### src/rtl/culsans_exit_monitor.sv
// culsans_exit_monitor: passive HTIF tohost snooper on the memory-side AXI
// write channels. Captures the first W beat of each tracked write. On commit
// it either latches the sticky exit word or pulses a syscall notification.
// Optional feature macro: CULSANS_EXIT_WATCHDOG_EN (cycle watchdog forcing exit).
module culsans_exit_monitor #(
  parameter int unsigned AddrWidth     = 64,
  parameter logic [63:0] TohostAddr    = 64'h8000_1000,
  parameter logic [31:0] TimeoutCycles = 32'd50_000_000
) (
  input  logic                 clk_i,
  input  logic                 rst,
  input  logic                 aw_valid_i,
  input  logic                 aw_ready_i,
  input  logic [AddrWidth-1:0] aw_addr_i,
  input  logic                 w_valid_i,
  input  logic                 w_ready_i,
  input  logic                 w_last_i,
  input  logic [63:0]          w_data_i,
  input  logic [7:0]           w_strb_i,
  input  logic                 b_valid_i,
  input  logic                 b_ready_i,
  output logic [31:0]          exit_o,
  output logic                 syscall_o,
  output logic [63:0]          syscall_data_o,
  output logic                 overlap_o,
  output logic                 timeout_o
);

  localparam int unsigned DataWidth = 64;
  localparam int unsigned StrbWidth = 8;
  localparam int unsigned ExitWidth = 32;

  typedef enum logic [2:0] {
    IDLE      = 3'd0,
    HAVE_ADDR = 3'd1,
    HAVE_DATA = 3'd2,
    DRAIN_W   = 3'd3,
    WAIT_B    = 3'd4
  } state_e;

  state_e                 state_q, state_d;
  logic                   addr_vld_q, addr_vld_d;
  logic                   match_q, match_d;
  logic [DataWidth-1:0]   data_q, data_d;
  logic                   nxt_vld_q, nxt_vld_d;
  logic                   nxt_last_q, nxt_last_d;
  logic [DataWidth-1:0]   nxt_data_q, nxt_data_d;
  logic                   commit_q, commit_d;
  logic                   commit_match_q, commit_match_d;
  logic [DataWidth-1:0]   commit_data_q, commit_data_d;
  logic [ExitWidth-1:0]   exit_q, exit_d;
  logic                   syscall_q, syscall_d;
  logic [DataWidth-1:0]   syscall_data_q, syscall_data_d;
  logic                   overlap_q, overlap_d;

  logic                   aw_hs, w_hs, b_hs;
  logic                   addr_match;
  logic [DataWidth-1:0]   w_data_masked;
  logic                   exit_commit;
  logic [2:0]             unused_addr_lsb;

  assign aw_hs      = aw_valid_i & aw_ready_i;
  assign w_hs       = w_valid_i & w_ready_i;
  assign b_hs       = b_valid_i & b_ready_i;
  assign addr_match = (aw_addr_i[AddrWidth-1:3] == TohostAddr[AddrWidth-1:3]);
  assign unused_addr_lsb = aw_addr_i[2:0];

  // Zero the bytes whose strobe is low
  always_comb begin
    w_data_masked = '0;
    for (int i = 0; i < int'(StrbWidth); i++) begin
      w_data_masked[i*8 +: 8] = w_strb_i[i] ? w_data_i[i*8 +: 8] : 8'h00;
    end
  end

  // Transaction tracker: next state, address/data capture and commit request
  always_comb begin
    state_d        = state_q;
    addr_vld_d     = addr_vld_q;
    match_d        = match_q;
    data_d         = data_q;
    nxt_vld_d      = nxt_vld_q;
    nxt_last_d     = nxt_last_q;
    nxt_data_d     = nxt_data_q;
    commit_d       = 1'b0;
    commit_match_d = commit_match_q;
    commit_data_d  = commit_data_q;
    overlap_d      = overlap_q;

    unique case (state_q)
      IDLE: begin
        if (aw_hs && w_hs) begin
          addr_vld_d = 1'b1;
          match_d    = addr_match;
          data_d     = w_data_masked;
          state_d    = w_last_i ? WAIT_B : DRAIN_W;
        end else if (aw_hs) begin
          addr_vld_d = 1'b1;
          match_d    = addr_match;
          state_d    = HAVE_ADDR;
        end else if (w_hs) begin
          addr_vld_d = 1'b0;
          data_d     = w_data_masked;
          state_d    = w_last_i ? HAVE_DATA : DRAIN_W;
        end
      end
      HAVE_ADDR: begin
        if (aw_hs) overlap_d = 1'b1;
        if (w_hs) begin
          data_d  = w_data_masked;
          state_d = w_last_i ? WAIT_B : DRAIN_W;
        end
      end
      HAVE_DATA: begin
        if (aw_hs) begin
          addr_vld_d = 1'b1;
          match_d    = addr_match;
          state_d    = WAIT_B;
        end
      end
      DRAIN_W: begin
        if (aw_hs) overlap_d = 1'b1;
        if (w_hs && w_last_i) begin
          state_d = addr_vld_q ? WAIT_B : HAVE_DATA;
        end
      end
      WAIT_B: begin
        if (aw_hs) overlap_d = 1'b1;
        // W beats here belong to the next transaction; keep its first beat
        if (w_hs) begin
          if (!nxt_vld_q) begin
            nxt_vld_d  = 1'b1;
            nxt_data_d = w_data_masked;
            nxt_last_d = w_last_i;
          end else if (!nxt_last_q && w_last_i) begin
            nxt_last_d = 1'b1;
          end
        end
        if (b_hs) begin
          commit_d       = 1'b1;
          commit_match_d = match_q;
          commit_data_d  = data_q;
          addr_vld_d     = 1'b0;
          if (nxt_vld_d) begin
            data_d    = nxt_data_d;
            nxt_vld_d = 1'b0;
            state_d   = nxt_last_d ? HAVE_DATA : DRAIN_W;
          end else begin
            state_d = IDLE;
          end
        end
      end
      default: begin
        state_d = IDLE;
      end
    endcase
  end

`ifdef CULSANS_EXIT_WATCHDOG_EN
  localparam logic [31:0] TimeoutLast = TimeoutCycles - 32'd1;

  logic [31:0] cnt_q, cnt_d;
  logic        timeout_q, timeout_d;
`else
  logic [31:0] unused_timeout_cycles;
  assign unused_timeout_cycles = TimeoutCycles;
`endif

  assign exit_commit = commit_q && commit_match_q && (commit_data_q != '0)
                       && commit_data_q[0] && !exit_q[0];

  // Commit outputs: first exit wins, non-exit writes raise a syscall pulse
  always_comb begin
    exit_d         = exit_q;
    syscall_d      = 1'b0;
    syscall_data_d = syscall_data_q;
`ifdef CULSANS_EXIT_WATCHDOG_EN
    cnt_d          = cnt_q;
    timeout_d      = timeout_q;
`endif

    if (exit_commit) begin
      exit_d = commit_data_q[ExitWidth-1:0];
    end
    if (commit_q && commit_match_q && (commit_data_q != '0) && !commit_data_q[0]) begin
      syscall_d      = 1'b1;
      syscall_data_d = commit_data_q;
    end

`ifdef CULSANS_EXIT_WATCHDOG_EN
    // Watchdog runs until an exit is latched; a same-cycle exit commit wins
    if (!exit_q[0]) begin
      if (cnt_q == TimeoutLast) begin
        if (!exit_commit) begin
          exit_d    = 32'hFFFF_FFFF;
          timeout_d = 1'b1;
        end
      end else begin
        cnt_d = cnt_q + 32'd1;
      end
    end
`endif
  end

  // State and output registers
  always_ff @(posedge clk_i or negedge rst) begin
    if (!rst) begin
      state_q        <= IDLE;
      addr_vld_q     <= 1'b0;
      match_q        <= 1'b0;
      data_q         <= '0;
      nxt_vld_q      <= 1'b0;
      nxt_last_q     <= 1'b0;
      nxt_data_q     <= '0;
      commit_q       <= 1'b0;
      commit_match_q <= 1'b0;
      commit_data_q  <= '0;
      exit_q         <= '0;
      syscall_q      <= 1'b0;
      syscall_data_q <= '0;
      overlap_q      <= 1'b0;
    end else begin
      state_q        <= state_d;
      addr_vld_q     <= addr_vld_d;
      match_q        <= match_d;
      data_q         <= data_d;
      nxt_vld_q      <= nxt_vld_d;
      nxt_last_q     <= nxt_last_d;
      nxt_data_q     <= nxt_data_d;
      commit_q       <= commit_d;
      commit_match_q <= commit_match_d;
      commit_data_q  <= commit_data_d;
      exit_q         <= exit_d;
      syscall_q      <= syscall_d;
      syscall_data_q <= syscall_data_d;
      overlap_q      <= overlap_d;
    end
  end

`ifdef CULSANS_EXIT_WATCHDOG_EN
  // Watchdog counter and sticky timeout flag
  always_ff @(posedge clk_i or negedge rst) begin
    if (!rst) begin
      cnt_q     <= '0;
      timeout_q <= 1'b0;
    end else begin
      cnt_q     <= cnt_d;
      timeout_q <= timeout_d;
    end
  end

  assign timeout_o = timeout_q;
`else
  assign timeout_o = 1'b0;
`endif

  assign exit_o         = exit_q;
  assign syscall_o      = syscall_q;
  assign syscall_data_o = syscall_data_q;
  assign overlap_o      = overlap_q;

endmodule

### config.mk
export PLATFORM = sky130hd
export DESIGN_NAME = culsans_exit_monitor
export DESIGN_NICKNAME = d
export VERILOG_FILES = /design/src/rtl/culsans_exit_monitor.sv
export SDC_FILE = /design/constraint.sdc
export NUM_CORES = 1
export LEC_CHECK = 0
export ABC_AREA = 1
export CAP_MARGIN = 20
export CORE_UTILIZATION = 45
export CTS_BUF_LIST = sky130_fd_sc_hd__clkbuf_16
export CTS_CLUSTER_SIZE = 40
export DETAILED_ROUTE_END_ITERATION = 7
export GPL_ROUTABILITY_DRIVEN = 0
export PLACE_DENSITY = 0.7
export SLEW_MARGIN = 20
export SYNTH_ARGS = -nofsm -noshare
export SYNTH_HDL_FRONTEND = slang
export SYNTH_SLANG_ARGS = --single-unit
### constraint.sdc
create_clock -name clk_i -period 1.4 [get_ports clk_i]
set_input_delay 0.35 -clock clk_i [delete_from_list [all_inputs] [get_ports clk_i]]
set_output_delay 0.35 -clock clk_i [all_outputs]
set_load 0.02 [all_outputs]
After elaboration in Yosys (flattened, before gate mapping)

Cells that the tools add are included.

Eq/ne operators: 12
Multiplexer cells: 48
Bitwise operators: 3
Reduce and logical (&&, ||, !) cells: 22

Operators by type and width:

| operator                                                                 | number |
|---|---|
| 64-bit two-way mux                                                       | 7 |
| 64-bit case mux with 3 select lines                                      | 1 |
| 8-bit two-way mux                                                        | 8 |
| 64-bit nonzero test                                                      | 1 |
| 61-bit by 29-bit equality test with 1-bit output (second input constant) | 1 |
| 3-bit two-way mux                                                        | 9 |
| 1-bit two-way mux                                                        | 19 |
| 3-bit case mux with 5 select lines                                       | 1 |
| 2-bit != test (second input constant)                                    | 5 |
| 1-bit logical AND                                                        | 8 |
| 4-bit AND reduction                                                      | 2 |
| 3-bit by 2-bit equality test with 1-bit output (second input constant)   | 2 |
| 3-bit nonzero test                                                       | 2 |
| 5-bit AND reduction                                                      | 1 |
| 4-bit != test (second input constant)                                    | 1 |
| 2-bit AND reduction                                                      | 2 |
| 1-bit AND                                                                | 3 |
| 3-bit by 1-bit equality test with 1-bit output (second input constant)   | 1 |
| 3-bit equality test (second input constant)                              | 1 |
| 1-bit zero test                                                          | 3 |
| 3-bit zero test                                                          | 1 |
| 3-bit != test (second input constant)                                    | 1 |
| 1-bit case mux with 3 select lines                                       | 1 |
| 3-bit OR reduction                                                       | 1 |
| other kinds (3)                                                          | 3 |

Register bits after elaboration: 299
Input port bits: 145
Output and inout port bits: 99

Longest topological paths before layout

Depth in word-level cells: 10
Mapped depth: 11
Gate-level depth less buffers: 10

Least setup slack after synthesis

No wires, ideal clock.

Path type: register -> register
Start: register state_q[1]
End: register commit_data_q[48]
Library setup time: 133 ps
Arrival time: 1398 ps
Required time: 1267 ps
Setup slack: -131 ps
Cell stages (with the launch flop): 10
Path buffers: 3
Cell sequence: dfrtp_1 -> nor2_2 -> nand2_4 -> nor2_4 -> inv_2 -> buf_2 -> buf_6 -> buf_6 -> nand2_1 -> o21ai_0

Longest elaborated chain between the ends: 2

RTL lines:

| what                          | line | RTL |
|---|---|---|
| from (decl)                   | 41   | `state_e state_q, state_d;` |
| from (signal assigned)        | 223  | `state_q <= state_d;` |
| 3-bit equality test           | 90   | `unique case (state_q)` |
| 2-bit AND reduction (no line) | -    |  |
| to (signal assigned)          | 232  | `commit_data_q <= commit_data_d;` |
| to (decl)                     | 50   | `logic [DataWidth-1:0] commit_data_q, commit_data_d;` |

Every way passes these cells.
A chain may end at the register's enable or synchronous reset.

Worst setup path in the final report

Start: register commit_data_q[9]
End: register syscall_data_q[45] (netlist: syscall_data_o[45])

Longest elaborated chain between the ends: 3

RTL lines:

| what                           | line | RTL |
|---|---|---|
| 64-bit nonzero test            | 185  | `if (commit_q && commit_match_q && (commit_data_q != '0) && !commit_data_q[0]) begin` |
| 1-bit logical AND (2 in a row) | 185  |  |
| to (signal assigned)           | 235  | `syscall_data_q <= syscall_data_d;` |
| to (decl)                      | 53   | `logic [DataWidth-1:0] syscall_data_q, syscall_data_d;` |

Every way passes these cells.

==> summary.txt <==
Global route
  – Largest net degree at the start of global routing: 77
  – Initial antenna violation count: 0
  – GRT busiest layer: met2
  – M2 GR Usage: 41.09%
  – M3 GR Usage: 3.653%
  – First-pass GRT wire length: 63930 um
  – Gr usage total: 26.10%
  – GRT Residual Overflow: 0
  – Grt met1 use: 37.90%
  – Number of global-route vias before repair: 12410

Clocking
  – CTS Buf Count: 31
  – Clock Tree Root: clkbuf_16
  – H-tree Lvls: 1
  – TritonCTS clock tree: built
  – Clock Sinks: 299
  – Clock slew at reported path FFs: 60 ps
  – Clock Path Buffers: 3
  – Worst-Skew Late Latency: 570 ps

Yosys
  – Ys Warns: 0
  – Synthesized area per cell: 8.385 sq um
  – Synth Cell Area: roughly 13000 sq um
  – Register area share after synthesis: 55.87%
  – Post-synth top cells: 583 x nand2_1, 299 x dfrtp_1, 166 x o21ai_0
  – Area leader, netlist: dfrtp_1
  – Post-synth ARST share: 100.0%
  – Syn Nets: 1742
  – Ranking of synthesized cells by area: dfrtp_1 56%, nand2_1 16%, o21ai_0 6.2%, nand4_1 4.4%, o31ai_1 3.6%
  – Share of the synthesized area in the top cell type: between 50% and 60%
  – Count leader, synth: nand2_1
  – Post-synth EDFFs: 0
  – Mapped Cells: 1597
  – Ys flop type: dfrtp_1
  – Distinct cell type count after synthesis: 33
  – Count of state elements after synthesis: 299

Final layout
  – Post-route cell area: 20910 sq um
  – Layout cells sized above 1: ~32%
  – Layout Utilization: 72.08%
  – Multi-input gate area: 5969 sq um
  – Layout area overhead: 56.15%
  – Reg area: 7485 sq um
  – Nets: 2202
  – Ant. Diodes: 0
  – Final std cells w/o fill: 2466
  – Fill count: 2049

Timing
  – Final slew viol count: 0
  – RSZ-0062 raised after global routing: true
  – PnR worst setup slack: -302.2 ps
  – FMAX: 587.5 MHz
  – Min Tclk post-route: 1702 ps
  – Hold slack: 241.0 ps
  – Worst-case clock skew: 26.76 ps
  – Final setup fails: 376
  – Final hold vios: 0
  – Part of the cycle the worst path needs: 121.6%

Drt
  – DR iter-0 viols: 1292
  – WL per Instance: about 18 um
  – Routed WL: 45390 um
  – DR vias/cell: 5.515
  – Post-route ant nets: 0
  – # DRC: 0
  – Vias post-DR: 13600
  – Drt pass-1 iters: 6

Setup path
  – Crit path top cell by count: nand2_1
  – Crit path arrival time: around 2200 ps
  – Worst-case reg-to-reg path depth: 10
  – Worst r2r src: commit_data_q[9]
  – Crit. End Element: flop
  – Worst EP required: 1890 ps
  – Max incr delay on CP: roughly 390 ps
  – Max Fanout on Critical Path: 23
  – Type of origin of the critical path: flop
  – Crit path launch: commit_data_q[9]
  – Register-to-register setup slack: -300 ps
  – Slowest CP cell: dfrtp_1
  – Crit Path Class: reg -> reg
  – Reg2Reg Capture Point: syscall_data_o[45]
  – Cells along the critical path: nor2_1 > nand2_1 > nor2_1 > nand2_1 > nor2_4 > nand2_4 > nand3_4 > buf_12 > nand2_1 > nand2_1

Placement
  – Cells after DPL: 2313
  – Dpl hpwl: 27290 um
  – IO Port Bufs: around 240
  – Post-Place Setup Slack: -658.7 ps
  – DP Area: 17680 sq um

Floorplanning
  – IO Pins: 244
  – Horiz. Die Dim: 174.5 um
  – Die H: about 170 um
  – Initial Utilization: a little under half
  – Row count: 62
  – Die Area: 30450 sq um
  – Core Area: 29010 sq um

Pwr
  – Seq pwr share: a little over a third
  – Logic pwr share: approximately two fifths
  – Reported leakage power: 10.31 nW
  – Sw Pwr: 12.69 mW
  – Part of the power in the clock network: 22.2%
  – VDD IR max: 0.001226 V
  – PD cells: 1652 nW/um^2
  – Internal: approximately 22 mW
  – Switching Fraction: a little under two fifths

Job
  – MaxCap Viol Count: 0

Min path
  – Hold WC Path Type: in -> async

Outcome
  – Violated checks: negative setup slack
  – Status: complete, but fails checks
==> cells by family after synthesis <==
| family | synth area share (%) |
|---|---|
| simple gates | 24.09 |
| compound gates | 13.61 |
| buf+inv | 6.400 |
| flops | 55.87 |
| other cells | 0.02800 |
==> cell usage in the layout, fill, tap and decap left out, drive strengths merged, types with 2 or more instances in the layout <==
master | synthesis | final
clkinv | 1 | 16
nor2 | 70 | 70
nand4 | 95 | 95
nor4 | 2 | 2
o31ai | 64 | 64
clkdlybuf4s50 | 0 | 140
dfrtp | 299 | 299
a21oi | 53 | 53
nand2 | 586 | 586
clkbuf | 47 | 48
nand3 | 8 | 8
inv | 83 | 93
o211ai | 18 | 18
o21ai | 181 | 181
clkinvlp | 0 | 2
buf | 70 | 384
nor3 | 7 | 7
or2 | 7 | 7
==> per-layer routing <==
layer / up-vias / part of all wire (%)
met1: 6569 / 40
met3: 108 / 7.5
met5: - / 0
met2: 687 / 50
met4: 0 / 2.8
li1: 6235 / -
==> power groups by stage <==
stage | sequential [mW] | clock (mW) | combinational, mW
finish | 12.7 | 7.66 | 14.2
floorplan | 12.6 | 0 | 5.69
CTS | 12.5 | 7.70 | 11.4
detailed placement | 12.6 | 0 | 10.9
global placement | 12.5 | 0 | 10.6
global route | 12.9 | 8.13 | 15.4
==> critical path, delay by kind of cell (launching register included) <==
kind | cells | cell delay [ps]
AND/OR/NAND/NOR | 9 | 1030
buffers and inverters | 1 | 200
flip-flops | 1 | 390
==> sequential cells by signal (all words and copies together) (netlist names) <==
signal and cells:
commit_match_q 1, nxt_data_q 64, commit_q 1, nxt_last_q 1, nxt_vld_q 1, syscall_data_o 64, match_q 1, overlap_o 1
commit_data_q 64, addr_vld_q 1, state_q 3, exit_o 32, data_q 64, syscall_o 1
==> stage by stage <==
step | TNS [ps] | power [mW]
floorplan | -6129 | 18.29
global placement | -113800 | 23.04
detailed placement | -118920 | 23.49
CTS | -43450 | 31.63
global route | -87580 | 36.44
finish | -60750 | 34.55
==> worst max path at each step <==
stage / to
after global routing: syscall_data_o[4]
after floorplan: commit_data_q[57]
after global placement: data_q[57]
after CTS: data_q[13]
after detailed placement: data_q[56]
final: syscall_data_o[45]
==> area by class of cell <==
type,instances,area share (%)
clock buffers,31,3.710
repair buffers,543,27.23
multi-input cells,1097,28.55
clock inverters,27,0.7419
well taps,384,2.298
repair inverters,1,0.09573
flip-flops and latches,299,35.79
inverters,84,1.586
==> repair_timing <==
| item | CTS | global route |
|---|---|---|
| hold buffers | 1 | 0 |
| resized for setup | 663 | 347 |
| hold endpoints to repair | 223 | 0 |
| pin swaps | 8 | 38 |
| buffers inserted | 50 | 18 |
| gates cloned | 3 | 25 |
| endpoints found under the setup margin | 373 | 391 |
Power figures use the tool's default switching activity.
